[src/rtl/rv_alu_mdu.sv]
// rv_alu_mdu: RV32I-style ALU with an optional iterative M-extension unit.
// The ALU result registers one cycle after accept. M ops run one
// radix-2 step per cycle (shift-add multiply, restoring divide), then a
// sign/half-select stage, so every M op takes XLEN+2 cycles no matter
// what the data is.
//
// Ports:
//   clk_in, rst_n_in         clock (rising edge), async active-low reset
//   flush_in                 synchronous abort of any in-flight op
//   valid_in / ready_out     request handshake (transfer on both high)
//   op_1_in, op_2_in         operands, sampled only at accept
//   opcode_in                [2:0] funct3, [3] alt (SUB/SRA, ALU only)
//   m_sel_in                 selects an M op (ignored when EN_M = 0)
//   valid_out / ready_in     result handshake (retire on both high)
//   result_out               registered result
module rv_alu_mdu #(
  parameter int XLEN = 32,
  parameter bit EN_M = 1'b1
) (
  input  logic            clk_in,
  input  logic            rst_n_in,
  input  logic            flush_in,
  input  logic            valid_in,
  output logic            ready_out,
  input  logic [XLEN-1:0] op_1_in,
  input  logic [XLEN-1:0] op_2_in,
  input  logic [3:0]      opcode_in,
  input  logic            m_sel_in,
  output logic            valid_out,
  input  logic            ready_in,
  output logic [XLEN-1:0] result_out
);

  localparam int SW = $clog2(XLEN);
  localparam int CW = SW + 1;

  typedef enum logic [1:0] {IDLE, CALC, FIX, DONE} state_t;

  state_t              state;
  logic [2*XLEN-1:0]   acc;      // product, or {remainder, quotient/dividend}
  logic [XLEN-1:0]     opb;      // multiplicand or divisor magnitude
  logic [CW-1:0]       cnt;
  logic [2:0]          f3;
  logic                neg_res;  // product / quotient must be negated
  logic                neg_rem;  // remainder takes the dividend sign
  logic                div0;

  logic                m_sel;
  logic                accept;
  logic [SW-1:0]       shamt;
  logic [XLEN-1:0]     alu_res;
  logic                op1_signed, op2_signed, neg1, neg2;
  logic [XLEN-1:0]     mag1, mag2;
  logic [XLEN:0]       mul_sum, div_shift, div_diff;
  logic [2*XLEN-1:0]   step_next;
  logic [2*XLEN-1:0]   prod_fix;
  logic [XLEN-1:0]     quo_fix, rem_fix, fix_res;

  // With EN_M = 0 the select is constant 0 and the whole M path folds away.
  assign m_sel      = EN_M & m_sel_in;
  assign ready_out  = (state == IDLE) || (state == DONE && ready_in);
  assign valid_out  = (state == DONE);
  assign accept     = valid_in && ready_out && !flush_in;
  assign shamt      = op_2_in[SW-1:0];

  always_comb begin
    alu_res = '0;
    case (opcode_in[2:0])
      3'b000: alu_res = opcode_in[3] ? op_1_in - op_2_in : op_1_in + op_2_in;
      3'b001: alu_res = op_1_in << shamt;
      3'b010: alu_res = {{(XLEN-1){1'b0}}, $signed(op_1_in) < $signed(op_2_in)};
      3'b011: alu_res = {{(XLEN-1){1'b0}}, op_1_in < op_2_in};
      3'b100: alu_res = op_1_in ^ op_2_in;
      3'b101: alu_res = opcode_in[3] ? XLEN'($signed(op_1_in) >>> shamt)
                                     : op_1_in >> shamt;
      3'b110: alu_res = op_1_in | op_2_in;
      default: alu_res = op_1_in & op_2_in;
    endcase
  end

  // Operand signedness per M funct3: MULH, DIV, REM treat both operands as
  // signed; MULHSU only op1. Everything runs on magnitudes and the sign is
  // reapplied in FIX.
  always_comb begin
    op1_signed = (opcode_in[2:0] == 3'b001) || (opcode_in[2:0] == 3'b010) ||
                 (opcode_in[2:0] == 3'b100) || (opcode_in[2:0] == 3'b110);
    op2_signed = (opcode_in[2:0] == 3'b001) || (opcode_in[2:0] == 3'b100) ||
                 (opcode_in[2:0] == 3'b110);
    neg1 = op1_signed & op_1_in[XLEN-1];
    neg2 = op2_signed & op_2_in[XLEN-1];
    mag1 = neg1 ? -op_1_in : op_1_in;
    mag2 = neg2 ? -op_2_in : op_2_in;
  end

  // One iteration step. Multiply adds opb into the upper half when the
  // current multiplier bit is set, then shifts right. Divide shifts the next
  // dividend bit into the partial remainder and subtracts when it fits; the
  // remainder stays below the divisor, so no extra borrow bit is kept.
  // Dividing by zero naturally yields quotient all-ones, remainder=dividend.
  always_comb begin
    mul_sum   = {1'b0, acc[2*XLEN-1:XLEN]} + {1'b0, opb};
    div_shift = {acc[2*XLEN-1:XLEN], acc[XLEN-1]};
    div_diff  = div_shift - {1'b0, opb};
    step_next = acc;
    if (f3[2]) begin
      if (div_shift >= {1'b0, opb})
        step_next = {div_diff[XLEN-1:0], acc[XLEN-2:0], 1'b1};
      else
        step_next = {div_shift[XLEN-1:0], acc[XLEN-2:0], 1'b0};
    end else begin
      if (acc[0])
        step_next = {mul_sum, acc[XLEN-1:1]};
      else
        step_next = {1'b0, acc[2*XLEN-1:1]};
    end
  end

  // Sign correction and result selection. MIN / -1 needs no special case:
  // the quotient magnitude 2^(XLEN-1) negates back to MIN and remainder is 0.
  always_comb begin
    prod_fix = neg_res ? -acc : acc;
    quo_fix  = div0 ? '1 : (neg_res ? -acc[XLEN-1:0] : acc[XLEN-1:0]);
    rem_fix  = neg_rem ? -acc[2*XLEN-1:XLEN] : acc[2*XLEN-1:XLEN];
    case (f3)
      3'b000:                 fix_res = prod_fix[XLEN-1:0];
      3'b001, 3'b010, 3'b011: fix_res = prod_fix[2*XLEN-1:XLEN];
      3'b100, 3'b101:         fix_res = quo_fix;
      default:                fix_res = rem_fix;
    endcase
  end

  // Control FSM and datapath registers. Flush only redirects the state, so
  // result_out keeps its last value while valid_out drops with DONE.
  always_ff @(posedge clk_in or negedge rst_n_in) begin
    if (!rst_n_in) begin
      state      <= IDLE;
      result_out <= '0;
      acc        <= '0;
      opb        <= '0;
      cnt        <= '0;
      f3         <= '0;
      neg_res    <= 1'b0;
      neg_rem    <= 1'b0;
      div0       <= 1'b0;
    end else if (flush_in) begin
      state <= IDLE;
    end else begin
      case (state)
        IDLE, DONE: begin
          if (accept) begin
            if (m_sel) begin
              acc     <= {{XLEN{1'b0}}, mag1};
              opb     <= mag2;
              cnt     <= CW'(XLEN);
              f3      <= opcode_in[2:0];
              neg_res <= neg1 ^ neg2;
              neg_rem <= neg1;
              div0    <= (op_2_in == '0);
              state   <= CALC;
            end else begin
              result_out <= alu_res;
              state      <= DONE;
            end
          end else if (state == DONE && ready_in) begin
            state <= IDLE;
          end
        end
        CALC: begin
          acc <= step_next;
          cnt <= cnt - 1'b1;
          if (cnt == CW'(1))
            state <= FIX;
        end
        FIX: begin
          result_out <= fix_res;
          state      <= DONE;
        end
        default: state <= IDLE;
      endcase
    end
  end

endmodule

[config.mk]
export PLATFORM = sky130hd
export DESIGN_NAME = rv_alu_mdu
export DESIGN_NICKNAME = d
export VERILOG_FILES = /design/src/rtl/rv_alu_mdu.sv
export SDC_FILE = /design/constraint.sdc
export NUM_CORES = 1
export LEC_CHECK = 0
export CAP_MARGIN = 0
export CORE_ASPECT_RATIO = 0.75
export CORE_MARGIN = 1
export CORE_UTILIZATION = 45
export DETAILED_ROUTE_END_ITERATION = 6
export PLACE_DENSITY = 0.58
export SLEW_MARGIN = 5
export SYNTH_ARGS = -nofsm -noshare
export SYNTH_HDL_FRONTEND = slang
export SYNTH_SLANG_ARGS = --single-unit
[constraint.sdc]
create_clock -name clk_in -period 8.5 [get_ports clk_in]
set_input_delay 0.85 -clock clk_in [delete_from_list [all_inputs] [get_ports clk_in]]
set_output_delay 0.85 -clock clk_in [all_outputs]
set_load 0.01 [all_outputs]
==> Word-level counts from Yosys, hierarchy flattened <==
Index checks and enable logic that the tools add are counted.
{ "op_classes": {"addsub": 10, "n_mul": 0, "div": 0, "order_cmp": 3, "eq_ne": 20, "n_shift": 3, "muxes": 28, "n_bitwise": 7, "n_reduce_logical": 23} }
{ "ops": {"columns": ["cell", "count"], "rows": [
  ["$mux W64", 6],
  ["$mux W32", 9],
  ["$pmux W32 S7", 1],
  ["$neg A32 Y32", 4],
  ["$pmux W64 S2", 1],
  ["$pmux W32 S3", 1],
  ["$lt A32 B32 Y1", 2],
  ["$neg A64 Y64", 1],
  ["$pmux W32 S2", 1],
  ["$sub A32 B32 Y32", 2],
  ["$add A32 B32 Y33", 1],
  ["$ge A33 B32 Y1", 1],
  ["$add A32 B32 Y32", 1],
  ["$and A32 B32 Y32", 1],
  ["$logic_not A32 Y1", 1],
  ["$or A32 B32 Y32", 1],
  ["$shl A32 B5 Y32", 1],
  ["$shr A32 B5 Y32", 1],
  ["$sshr A32 B5 Y32", 1],
  ["$xor A32 B32 Y32", 1],
  ["$eq A3 B3 Y1 const B", 5],
  ["$eq A3 B2 Y1 const B", 4],
  ["$mux W6", 2],
  ["$pmux W6 S2", 1],
  ["other kinds (23)", 44]
]} }
{ "totals": {"ff_bits": 142, "latch_bits": 0, "ramBits": 0, "rom_bits": 0, "input_bits": 74, "output_inout_bits": 34, "word_cells": 103, "n_memories": 0} }

==> Longest topological paths before layout <==
Gate-level depths: netlist of the first run.
{ "depth": {"ltp_word": 9, "depth_mapped": 15, "depth_no_buf": 13} }

==> Least setup slack after synthesis of the first run <==
No wires, ideal clock.
{ "synth_path": {"path_type": "input to register", "startpoint": "input op_2_in[2]", "endpoint": "register result_out[0]", "setup_time_ns": 0.124, "t_arrival_ns": 5.079, "required_time_ns": 8.376, "setup_slack_ns": 3.297, "stages": 14, "path_buffers": 3, "path_cell_list": "inv_1 -> buf_1 -> clkbuf_1 -> clkbuf_1 -> ha_1 -> o21ba_2 -> a2111oi_0 -> o2111a_1 -> nor3b_1 -> or3_1 -> a2111oi_0 -> o31ai_1 -> and3_1 -> a211o_1"} }
{ "synth_via": {"elab_chain_len": 6, "elab_cells_between_ends": 10, "cone_classes": "order compare: 2; shift: 3; mux: 5"} }
{ "synth_lines": {"columns": ["item", "line_no", "rtl"], "rows": [
  ["from (decl)", "26", "input logic [XLEN-1:0] op_2_in,"],
  ["parallel branches: the longest is 2 deep, another holds $lt A32 B32 Y1", null, null],
  ["$pmux W32 S7 *", "68", "case (opcode_in[2:0])"],
  ["$mux W32 *", "151", "if (m_sel) begin"],
  ["$mux W32 *", "150", "if (accept) begin"],
  ["$pmux W32 S2 *", "148", "case (state)"],
  ["to (signal assigned)", "161", "result_out <= alu_res;"],
  ["to (signal assigned)", "175", "result_out <= fix_res;"],
  ["to (decl)", "31", "output logic [XLEN-1:0] result_out"]
]} }
Every way passes the cells marked *. The select of a mux whose other input is x is not followed.
A chain may end at the register's enable or synchronous reset.

==> Final worst setup path of the first run <==
{ "layout_path": {"startpoint": "input op_1_in[0]", "endpoint": "register result_out[30]"} }
{ "layout_via": {"elab_chain_len": 6, "elab_cells_between_ends": 11, "cone_classes": "add/sub: 2; shift: 3; mux: 6"} }
{ "layout_lines": {"columns": ["item", "line_no", "rtl"], "rows": [
  ["from (decl)", "25", "input logic [XLEN-1:0] op_1_in,"],
  ["$add A32 B32 Y32 (tied with other cells)", "69", "3'b000: alu_res = opcode_in[3] ? op_1_in - op_2_in : op_1_in + op_2_in;"],
  ["$mux W32, on equally long branches", "69, 74", null],
  ["$pmux W32 S7 *", "68", null],
  ["$mux W32 *", "151", null],
  ["$mux W32 *", "150", null],
  ["$pmux W32 S2 *", "148", null]
]} }
Mark *: on every way between the ends. The rest lies on a longest branch, timed or not. The select of a mux whose other input is x is not followed.

==> impl_metrics.tcl, run 1 <==
set metrics [dict create \
    row_count 72 \
    power.density_nw_per_um2 327 \
    finalNonFillerCells 3865 \
    final_max_slew_viol_count 0 \
    cts_hold_buf 0 \
    slowest_delay_ns 0.73 \
    finalPower_mw 8.37 \
    status "finished with violations" \
    tightestPinTransition_ns 1.34 \
    syn_nets 3475 \
    ctsResizeCount 0 \
    grt_pass1_vias 24900 \
    antenna_found_initial 3 \
    rrSetupSlack_ns 3.61 \
    die_h_um 200 \
    postLayoutCellArea_um2 25600 \
    total_leakage_power_nw 10.7 \
    irDropWorstVdd_mv 0.282 \
    placed_cell_area_um2 25000 \
    r2r_end "acc[62]" \
    numCtsBuffers 17 \
    htreeDepth 4 \
    ys_seq_elements 142 \
    post_cts_buffers 0 \
    synth_area_leaders "dfrtp_1 (15%), ha_1 (9.1%), o21ai_0 (6.4%), nand2_1 (5.9%), mux4_2 (5.8%)" \
    numPortBuffers 107 \
    grt_max_degree 88 \
    place_hpwl_mm 89.5 \
    start_util_pct 45.7 \
    worstPathCellList "clkdlybuf4s50_1 -> inv_1 -> ha_1 -> fa_1 -> o21ba_2 -> a2111oi_0 -> buf_4 -> o2111a_1 -> nor3b_1 -> or3_1 -> a2111oi_0 -> o41ai_1 -> or3_1 -> nand4_1" \
    cp.arrival_ns 5.62 \
    grt_pass1_wl_mm 171 \
    holdWs_ns 0.465 \
    die_w_um 266 \
    drt_iter0_drc 4612 \
    worst_clock_skew_ns 0.0171 \
    synthCells 3226 \
    avgRoutedWirePerCell_um 30.0 \
    rr_worst_depth 13 \
    vias 27100 \
    endpoint_kind "flip-flop" \
    violations "design-rule violations" \
    timing.final.crit_period_ns 5.24 \
    clock_latency_ns 0.46 \
    cp-start-kind "input pin" \
    synth.distinct_cells 84 \
    critical_path_required_ns 8.89 \
    cap_violations 0 \
    wl_mm 116 \
    fin_crit_sh_pct 61.6 \
    rsz0062_at_grt "no" \
    syn_avg_cell_area_um2 7.31 \
    gp_congestion 1.08 \
    area_delta_synth_final_pct 8.42 \
    layout-drive-gt1-share_pct 7.53 \
    path_buf_inv 3 \
    numClockSinks 142 \
    die_area_um2 53300 \
    cts_tree "built" \
    yosys_most_used_dff "dfrtp_1" \
    core_area_um2 51600 \
    dp_cells 3833 \
    yosysSeqAreaShare_pct 15.1 \
    io_pins 108 \
    max_freq_mhz 191 \
    drt-pass1-iter-count 7 \
    crit_family "compound AO/OA/AOI/OAI gates" \
    setup_viol_count_final 0 \
    relSlewSlack_pct 9.42 \
    hold_viol_final 0 \
    nNetsFinal 3398 \
    grtUsageTotal_pct 42.9 \
    clockRootBuffer "clkbuf_16" \
    asyncSetResetFlopFracSynth_pct 100 \
    yosysWarnings 0 \
    r2r_start "acc[31]" \
    viasPerCell 7.02 \
    clk_pin_slew_ns 0.08 \
    overflow 0 \
    timing.setup.tns_ns 0 \
    yosys.area.top_type "dfrtp_1" \
    route.detailed.drc 9 \
    synth_edf_count 0 \
    synth.cell_area_um2 23600 \
    critPathKind "in2reg" \
    synth_top_area_share_pct 15.1 \
    cp_max_fo 8 \
    clock_path_buffers 2 \
    hp-class "in2async" \
    antenna_left 0 \
    crit_slowest_cell "a2111oi_0" \
]
## registers in the layout, summed over array words and instances (netlist names)
name        count
acc            64
cnt             6
div0            1
f3              3
neg_rem         1
neg_res         1
opb            32
result_out     32
state           2
## cell families after synthesis
group,count (synthesis),share of synthesized area [%]
AOI/OAI and AO/OA,1128,31.1
and+or+nand+nor,959,18.7
buffers and inverters,436,7.08
xor gates and xnor gates,214,7.95
adders and majority gates,175,9.42
muxes,172,10.7
DFF,142,15.1
## metrics by stage
stage	setup slack, ns	utilization (%)
2_1_floorplan	3.30	-
3_3_place_gp	2.98	48.4
3_5_place_dp	2.92	48.4
4_1_cts	3.34	49.5
5_1_grt	3.06	49.5
6_report	3.26	49.5
## metal layers
layer,share of wire [%],track usage [%]
met2,39,57.2
met1,43,62.9
met3,14,13.7
met5,0.023,0
met4,4.6,16.3
## placed cells by master (no fill, tap or decap), types with 12 or more instances in the layout
cell type and n:
a211o_1 12, or2_2 15, o22ai_1 18, a221oi_1 25, nor4_1 26, a211oi_1 51
or4_1 12, o41ai_1 22, xnor2_1 142, mux4_2 61, mux2i_1 87, o21ai_0 301
dfrtp_1 140, o21bai_1 23, a31oi_1 55, nand2_1 371, nand4_1 19, nand2b_1 25
nor2b_1 20, ha_1 169, and2_1 19, or3_1 44, a21o_1 66, buf_4 69
a21oi_1 264, a22o_1 15, nor3_1 69, mux2_2 24, clkbuf_16 17, nand3_1 56
xor2_1 72, and3_1 20, inv_1 160, o21a_1 13, clkdlybuf4s50_1 100, nor2_1 235
o221ai_1 30, o31ai_1 43, o211ai_1 54
## worst max path at each step
stage               startpoint  slack (ns)  cells after the start             end
floorplan           op_2_in[2]        3.30                     14   result_out[0]
CTS                 op_1_in[0]        3.34                     14  result_out[30]
global placement    op_1_in[0]        2.98                     14  result_out[30]
global route        op_1_in[0]        3.06                     14  result_out[30]
finish              op_1_in[0]        3.26                     14  result_out[30]
detailed placement  op_1_in[0]        2.92                     14  result_out[30]
## cells in the mapped netlist, drive strengths merged (31+ instances only)
master / number
clkbuf: 240
a211oi: 51
mux2i: 87
mux4: 61
xor2: 72
a21oi: 264
xnor2: 142
nor3: 70
o21ai: 303
dfrtp: 142
ha: 171
nand2: 371
buf: 31
inv: 162
nor2: 235
a31oi: 55
nand3: 56
o211ai: 54
or3: 45
a21o: 67
o31ai: 46
## worst register-to-register path: stages, from the launching register on
cell and delay [ns]:
dfrtp_1 0.50, inv_1 0.34, ha_1 0.25, inv_1 0.06, fa_1 0.42, a211oi_1 0.42, o21ai_0 0.28, a2111oi_0 0.83
nor2_1 0.28, a311o_1 0.49, a311oi_1 0.45, nand3b_1 0.17, a21oi_1 0.06, o31ai_1 0.26
## cell type report
class	instances	area [um2]
Antenna cell	1	2.50
Clock buffer	17	425
Clock inverter	14	135
Fill cell	5141	26100
Inverter	165	619
Multi-Input combinational cell	2648	18400
Sequential cell	142	3560
Tap cell	703	880
Timing Repair Buffer	175	1560
## power by group
part,internal (mW),switching (mW)
Clock,0.406,0.370
Sequential,0.968,0.618
Combinational,2.25,3.75
Total,3.62,4.74
No activity file was read; power rests on OpenSTA's default activity.
==> run 2, diff against run 1 <==
==> constraint.sdc (replaced) <==
create_clock -name clk_in -period 5 [get_ports clk_in]
set_input_delay 0.5 -clock clk_in [delete_from_list [all_inputs] [get_ports clk_in]]
set_output_delay 0.5 -clock clk_in [all_outputs]
set_load 0.01 [all_outputs]
==> run 2 against run 1 <==
- the flow now finishes without violations
- sequential cell count unchanged
- first-iteration DRC count fell by 8.2%
- clock power is 74% higher
- non-clock buffer count up 79
- cell area increased by 2.4%
- largest cell class unchanged
- largest power group unchanged
==> impl_metrics.tcl, run 2 (synthesis results as in run 1) <==
set metrics [dict create \
    status "finished clean" \
    die_w_um 266 \
    cp.arrival_ns 5.08 \
    numCtsBuffers 17 \
    max_flop_register "acc" \
    io_pins 108 \
    layout_common_cells "nand2_1 (371), o21ai_0 (301), a21oi_1 (264)" \
    slowest_delay_ns 0.60 \
    path_buf_inv 4 \
    tightestPinTransition_ns 1.23 \
    critPathKind "in2reg" \
    grt_pass1_wl_mm 168 \
    dp_cells 3912 \
    multi_input_area_um2 18400 \
    power.density_nw_per_um2 549 \
    drt-pass1-iter-count 6 \
    critical_path_required_ns 5.35 \
    holdWs_ns 0.0180 \
    relSlewSlack_pct 17.5 \
    cts_tree "built" \
    largest_reg_flops 64 \
    postLayoutCellArea_um2 26200 \
    top_regs "acc (64), opb (32), result_out (32)" \
    overflow 0 \
    worstPathCellList "clkdlybuf4s50_1 -> inv_1 -> ha_1 -> fa_1 -> o21ba_2 -> a2111oi_1 -> buf_4 -> o2111a_1 -> nor3b_1 -> or3_1 -> a2111oi_0 -> buf_4 -> o31ai_1 -> and3_1 -> a211o_1" \
    numClockSinks 142 \
    viasPerCell 6.90 \
    setup_viol_count_final 0 \
    vias 27200 \
    fin_crit_sh_pct 94.7 \
    worst_path_most_repeated_cell "buf_4" \
    wl_mm 116 \
    clock_latency_ns 0.47 \
    timing.setup.tns_ns 0 \
    route.detailed.drc 0 \
    clk_pin_slew_ns 0.07 \
    die_area_um2 53300 \
    hold_viol_final 0 \
    final_common_cell "nand2_1" \
    start_util_pct 45.7 \
    numPortBuffers 107 \
    cp_max_fo 5 \
    area_delta_synth_final_pct 11.0 \
    max_freq_mhz 211 \
    grt_max_degree 69 \
    antenna_found_initial 6 \
    die_h_um 200 \
    antenna_left 0 \
    total_leakage_power_nw 11.1 \
    finalPower_mw 14.4 \
    nNetsFinal 3477 \
    rsz0062_at_grt "no" \
    gp_congestion 1.05 \
    endpoint_kind "flip-flop" \
    grtUsageTotal_pct 42.5 \
    final.fill_count 5145 \
    place_hpwl_mm 91.5 \
    seq_area_um2 3560 \
    finalNonFillerCells 3946 \
    cap_violations 0 \
    placed_cell_area_um2 25600 \
    layout-drive-gt1-share_pct 9.78 \
    core_area_um2 51600 \
    avgRoutedWirePerCell_um 29.4 \
    drt_iter0_drc 4236 \
    grt_pass1_vias 24500 \
    hp-class "in2async" \
    clock_path_buffers 2 \
    timing.final.crit_period_ns 4.74 \
    irDropWorstVdd_mv 0.477 \
    worst_clock_skew_ns 0.0195 \
    crit_family "compound AO/OA/AOI/OAI gates" \
    final_max_slew_viol_count 0 \
    htreeDepth 4 \
    row_count 72 \
    clockRootBuffer "clkbuf_16" \
    crit_slowest_cell "a2111oi_0" \
    cp-start-kind "input pin" \
]
-- run 2: changes by cell type in the layout (fill, tap and decap cells not counted) --
| cell | previous run | this run |
|---|---|---|
| buf_4 | 69 | 148 |
| inv_6 | 5 | 7 |
| a2111oi_0 | 6 | 4 |
| clkinv_2 | 1 | 0 |
| clkinvlp_4 | 4 | 3 |
| clkbuf_1 | 0 | 1 |
| diode_2 | 1 | 2 |
| clkinv_4 | 3 | 1 |
| inv_8 | 0 | 2 |
| a2111oi_1 | 0 | 2 |
-- run 2: final cells by class --
type | count | area share, %
tap | 703 | 3.36
multi-input combinational | 2648 | 70.3
timing repair buffer | 254 | 8.21
antenna | 2 | 0.0191
inverter | 165 | 2.37
clock buffer | 18 | 1.64
sequential | 142 | 13.6
clock inverter | 14 | 0.555
-- run 2: metrics by stage --
step	util [%]	setup WS [ns]
after CTS	50.7	0.281
after global routing	50.7	0.0978
after detailed placement	49.6	-0.192
final	50.7	0.263
after floorplan	-	0.147
after global placement	49.6	-0.270
-- run 2: timing repair --
action,in CTS,in global routing
buffers inserted,0,0
resized for setup,0,2
hold buffers,0,0
endpoints found under the setup margin,0,2
-- run 2: layer usage --
layer,part of all wire (%),up-vias,global-route usage [%]
met5,0.14,-,1.71
met4,4.0,6,15.5
met3,15,206,13.6
met2,38,1913,54.9
met1,43,13200,63.8
li1,-,11900,-
-- run 2: path summary, 6_finish.rpt --
path,start,to,slack (ns),cells after the start
worst max-delay path,op_1_in[0],result_out[0],0.26,15
worst min-delay path,rst_n_in,acc[63],0.02,1
worst max register to register,acc[31],acc[62],0.45,13
worst min register to register,result_out[4],result_out[4],0.51,2
max in group asynchronous,rst_n_in,acc[2],3.80,2
min in group clk_in,result_out[4],result_out[4],0.51,2
-- run 2: power breakdown --
| part | switching (mW) | internal [mW] |
|---|---|---|
| registers | 0.960 | 1.65 |
| logic | 6.48 | 3.94 |
| clock network | 0.644 | 0.704 |
| total | 8.08 | 6.29 |
